`src/rtl/cpu_sequencer.sv`:
```
// cpu_sequencer: CPU cycle FSM driving the decoder state, with run/step debug control,
// a retired-instruction counter and halt/multiplier-fault status.
module cpu_sequencer #(
  parameter int COUNT_W     = 16,
  parameter int MUL_TIMEOUT = 15
) (
  input  logic               clk,
  input  logic               rst_n,
  input  logic               run,
  input  logic               step_mode,
  input  logic               step,
  input  logic               restart,
  input  logic               sm_extra,
  input  logic               stop,
  input  logic               mul_req,
  input  logic               mul_done,
  output logic [1:0]         state,
  output logic               busy,
  output logic               halted,
  output logic               mul_fault,
  output logic [COUNT_W-1:0] instr_count
);
  typedef enum logic [2:0] {IDLE, FETCH, EXEC1, EXEC2, MUL_WAIT, HALT} fsm_t;
  fsm_t fsm, nxt, after;
  logic step_q, step_rise, free, retire, fault_set;
  logic [7:0] tmr, tmr_nxt;
  assign step_rise = step & ~step_q;
  assign free      = run & ~step_mode;
  // retirement chains straight into the next fetch, so back-to-back instructions have no gap
  assign after     = free ? FETCH : IDLE;
  always_comb begin
    nxt       = fsm;
    tmr_nxt   = tmr;
    retire    = 1'b0;
    fault_set = 1'b0;
    case (fsm)
      IDLE:  nxt = (free | (step_mode & step_rise)) ? FETCH : IDLE;
      FETCH: nxt = stop ? HALT : EXEC1;
      EXEC1: begin
        if (stop) nxt = HALT;
        else if (mul_req) begin
          nxt     = MUL_WAIT;
          tmr_nxt = '0;
        end else if (sm_extra) nxt = EXEC2;
        else begin
          retire = 1'b1;
          nxt    = after;
        end
      end
      EXEC2: begin
        nxt    = stop ? HALT : after;
        retire = ~stop;
      end
      MUL_WAIT: begin
        if (stop) nxt = HALT;
        else if (mul_done) begin
          retire = 1'b1;
          nxt    = after;
        end else if (tmr == 8'(MUL_TIMEOUT - 1)) begin
          nxt       = HALT;
          fault_set = 1'b1;
        end else tmr_nxt = tmr + 8'd1;
      end
      HALT:    nxt = restart ? IDLE : HALT;
      default: nxt = IDLE;
    endcase
  end
  always_ff @(posedge clk or negedge rst_n) begin
    if (!rst_n) begin
      fsm         <= IDLE;
      step_q      <= 1'b0;
      tmr         <= '0;
      state       <= 2'b11;
      busy        <= 1'b0;
      halted      <= 1'b0;
      mul_fault   <= 1'b0;
      instr_count <= '0;
    end else begin
      fsm         <= nxt;
      step_q      <= step;
      tmr         <= tmr_nxt;
      state       <= (nxt == FETCH) ? 2'b00 : (nxt == EXEC1) ? 2'b10 : (nxt == EXEC2) ? 2'b01 : 2'b11;
      busy        <= (nxt == FETCH) | (nxt == EXEC1) | (nxt == EXEC2) | (nxt == MUL_WAIT);
      halted      <= nxt == HALT;
      mul_fault   <= fault_set ? 1'b1 : (fsm == HALT && restart) ? 1'b0 : mul_fault;
      instr_count <= retire ? instr_count + 1'b1 : instr_count;
    end
  end
endmodule

```
`config.mk`:
```
export PLATFORM = sky130hd
export DESIGN_NAME = cpu_sequencer
export DESIGN_NICKNAME = d
export VERILOG_FILES = /design/src/rtl/cpu_sequencer.sv
export SDC_FILE = /design/constraint.sdc
export NUM_CORES = 1
export LEC_CHECK = 0
export CAP_MARGIN = 20
export CORE_MARGIN = 2
export CORE_UTILIZATION = 30
export CTS_CLUSTER_SIZE = 30
export DETAILED_ROUTE_END_ITERATION = 10
export MAX_ROUTING_LAYER = met4
export SLEW_MARGIN = 20
export SYNTH_ARGS = -nofsm -noshare
export SYNTH_HDL_FRONTEND = slang
export SYNTH_SLANG_ARGS = --single-unit
```
`constraint.sdc`:
```
create_clock -name clk -period 3.24 [get_ports clk]
set_input_delay 0.648 -clock clk [delete_from_list [all_inputs] [get_ports clk]]
set_output_delay 0.648 -clock clk [all_outputs]
set_load 0.05 [all_outputs]
```
Word level (Yosys, flattened, before mapping) --
Cells that the tools add are included. W data, S select, Z words.
Word-level totals: register bits 33, bits of input ports 10, output and inout bits 21, word-level logic and storage cells 74
Cells by class: $add $sub $neg 2, equal/unequal tests 16, mux-type cells 33, bitwise logic cells 10, reduce and logical (&&, ||, !) cells 5
Operators with widths (count):
- $mux W8 | 5
- $mux W3 | 8
- $pmux W3 S6 | 1
- $add A16 B1 Y16 const B | 1
- $pmux W8 S2 | 1
- $mux W1 | 13
- $eq A3 B2 Y1 const B | 4
- $eq A3 B3 Y1 const B | 4
- $ne A2 B2 Y1 const B | 5
- $add A8 B1 Y8 const B | 1
- $eq A8 B4 Y1 const B | 1
- $mux W2 | 4
- $eq A3 B1 Y1 const B | 2
- $reduce_and A6 Y1 | 1
- $or A1 B1 Y1 | 4
- $reduce_bool A2 Y1 | 2
- $and A1 B1 Y1 | 3
- $logic_not A3 Y1 | 1
- $not A1 Y1 | 3
- $pmux W1 S3 | 1
- $logic_and A1 B1 Y1 | 1

Depth between registers and ports, before layout --
word-level depth 11, depth in mapped cells 10, depth with buffers taken out 8

Worst setup path after synthesis --
OpenSTA, ideal clock, no wires.
path kind reg2reg, start point register tmr[5], end point register tmr[0], library setup time 0.125 ns, arrival 1.850 ns, data required time 3.115 ns, slack 1.266 ns, stages on the path, launching flop included 8, buffers on the path 1, clock period less this slack 1.974 ns, cells stage by stage dfrtp_1 -> or4_4 -> o211ai_2 -> a21oi_1 -> and2_1 -> buf_6 -> nand2_2 -> mux2_2
On the way: cells in the longest elaborated chain, start to end 3
Ends and longest elaborated chain:
- start: declaration | RTL line 26 | logic [7:0] tmr, tmr_nxt;
- start signal: assignment | RTL line 81 | tmr <= tmr_nxt;
- $eq A8 B4 Y1 | RTL line 59 | end else if (tmr == 8'(MUL_TIMEOUT - 1)) begin
- $ne A2 B2 Y1 (no source line)
- $reduce_and A6 Y1 (no source line)
No other way between the ends. A chain may end at the register's enable or synchronous reset.

Worst setup path in the final report --
start point input stop, end point register tmr[0]
On the way: cells in the longest elaborated chain, start to end 2, elaborated cells on any way between the ends 3, those cells by class eq/ne: 2; reduce/logical: 1
Ends and longest elaborated chain:
- start: declaration | RTL line 14 | input logic stop,
- $ne A2 B2 Y1 (no source line)
- $reduce_and A6 Y1 (no source line) (*)
Mark *: on every way between the ends. The rest lies on a longest branch, timed or not.

==> results.md <==
* Hold_buf cts at 0
* H-Tree Depth at 2
* Worst reg2reg setup slack at 1140 ps
* Wire per inst at 13.0 um
* Routed wire length at 3640 um
* FF-to-FF path depth at 6
* P&R area growth vs syn at 28.6%
* Cts bufs inserted at 5
* Synth async-reset ratio at 100%
* Largest fanout on the critical path at 8
* # setup viols final at 0
* CTS tree: built
* Root buffer cell: clkbuf_8
* Die Area at 6210 um2
* Fill count at 541
* Post-DP HPWL at 2690 um
* Initial core utilization at 30.9%
* Vias per inst at 4.85
* Worst-Skew Late Latency at 290 ps
* Clock-pin slew on the worst setup and hold paths at 70 ps
* First-pass GRT wire length at 6520 um
* I/O Buffers at 30
* Critical path type: input pin to flip-flop
* Gate power share at 39.6%
* GRT overflow at 0
* R2r endpoint: tmr[0]
* Post-Syn Area per Cell at 9.76 um2
* Unrepaired setup endpoints after global routing: false
* Final Wtd Congestion at 0.836
* Syn_nets at 185
* Vias after detailed routing at 1357
* Setup TNS at 0 ps
* Pin count of the biggest net entering global routing at 34
* FP Rows at 27
* Max rail drop VDD at 0.427 mV
* Worst Tran Pin Value at 504 ps
* Max Slew Vio Count at 0
* HP Start: instr_count[15]
* WP data required at 3410 ps
* Status: complete, no violations
* Hold path cells at 1
* Critical Path Start Type: input pin
* Ranking of synthesized cells by area: dfrtp_1 (46%), nand3_1 (6.3%), xnor2_1 (4.7%)
* Fin crit share at 77.2%
* Residual DRC count at 0
* Syn Inst Count at 172
* Max Cap Viol at 0
* Synth area leader: dfrtp_1
* CTS Buffer Depth at 2
* Top-area cell type share of the netlist area at 46.2%
* Die X at 78.8 um
* Leak at 0.982 nW
* Sequential share of power at 36.4%
* Initial antenna violation count at 0
* Switching Fraction at 40.3%
* Hold WC Path Type: flip-flop to flip-flop
* Number of synthesized flops with an enable pin at 0
* Register area share after synthesis at 49.3%
* Hold Path End: instr_count[15]
* Synth warn at 0
* Setup crit end kind: flip-flop
* Layout cells sized above 1 at 8.65%
* Core Area at 5440 um2
* Nets at 220
* Num Clock Sinks at 33
* Global Route Usage Sum at 13.7%
* Number of global-route vias before repair at 1405
* Antenna-violating nets left at 0
* Int Power at 950 uW
* # diodes at 0
* CP arrival at 2670 ps
* Synth Flop Type: dfrtp_1
* Max_slew headroom at 66.3%
* Yosys cell types at 42
* Clk pwr share at 23.9%
* Post_cts resized at 0
* Final min period at 2500 ps
* #FFs+latches synth at 33
* Pre-antenna DRT Iters at 4
* Top Ports at 31
* Hold WS at 483 ps
* Switching pwr at 642 uW
* Max Freq at 400 MHz
* Worst Clk Skew at 9.81 ps
* Initial DRC count at 73
* PwrDens at 737 nW/um2
* Synthesized area at 1680 um2
* Worst r2r src: fsm[0]
* Final Hold Fails at 0
* Die height at 78.8 um
* Postcts setup bufs at 0
placed cells by master (no fill, tap or decap), types with 5 or more instances in the layout:
cell,count
nor2_1,16
inv_1,9
clkdlybuf4s50_1,30
nand3_1,21
a21oi_1,5
clkbuf_8,5
dfrtp_1,31
xor2_1,6
nand2_1,19
xnor2_1,9
power by group through the flow:
| stage | logic [mW] | registers [mW] | clock network, mW |
|---|---|---|---|
| CTS | 0.639 | 0.579 | 0.393 |
| global placement | 0.635 | 0.587 | 0 |
| finish | 0.631 | 0.580 | 0.381 |
| global route | 0.703 | 0.594 | 0.411 |
| floorplan | 0.365 | 0.698 | 0 |
| detailed placement | 0.639 | 0.585 | 0 |
cells by family after synthesis:
group	synth area share [%]
and+or+nand+nor	24.8
AOI/OAI and AO/OA	9.02
DFF	49.3
muxes	2.61
xor gates and xnor gates	7.82
buffers and inverters	4.17
adders and majority gates	2.24
synth_stat cells, types with 3 or more instances:
cell type,count
inv_1,9
and2_1,3
a21oi_1,5
nand4_1,3
nor2_1,16
xnor2_1,9
nand2_1,19
nand3_1,21
ha_1,3
dfrtp_1,31
a21o_1,4
and3_1,4
xor2_1,6
state kept, by name, summed over array words and instances, names as in the netlist:
signal,count
mul_fault,1
tmr,8
instr_count,16
busy,1
step_q,1
fsm,3
state,2
halted,1
worst max path at each step:
stage | from | to | slack [ps] | cells after the start
2_1_floorplan | tmr[5] | tmr[0] | 1270 | 7
3_3_place_gp | stop | tmr[0] | 420 | 7
3_5_place_dp | stop | tmr[0] | 410 | 7
4_1_cts | stop | tmr[0] | 720 | 7
5_1_grt | stop | tmr[0] | 570 | 7
6_report | stop | tmr[0] | 740 | 7
final cells by class:
class / count / area, um2 / area share (%)
Sequential cell: 33 / 828 / 38.4
Clock inverter: 2 / 35.0 / 1.62
Inverter: 10 / 37.5 / 1.74
Multi-Input combinational cell: 125 / 781 / 36.2
Clock buffer: 6 / 72.6 / 3.36
Timing Repair Buffer: 32 / 315 / 14.6
Tap cell: 72 / 90.1 / 4.17
per-stage QoR:
stage	utilization, %	cell area [um2]	std cells	power, mW	setup WS (ps)
finish	39.7	2160	280	1.59	739
global route	39.7	2160	280	1.71	573
CTS	39.7	2160	280	1.61	722
detailed placement	37.7	2050	272	1.22	413
global placement	37.7	2050	272	1.22	424
floorplan	-	1680	172	1.06	1270
metal layers:
metal  vias up  part of all wire (%)  track usage, %
li1        666                     -               -
met1       650                    48            17.4
met2        36                    45            20.7
met3         5                   6.2            5.45
met4         0                   1.0            3.45
met5         -                     0               -
critical path: stages:
cell and delay, ps:
clkdlybuf4s50_1 480, nor2b_1 260, and2_1 160, o32a_1 330, clkinv_1 300, nand2_2 160, mux2_2 330
Power figures use the tool's default switching activity.
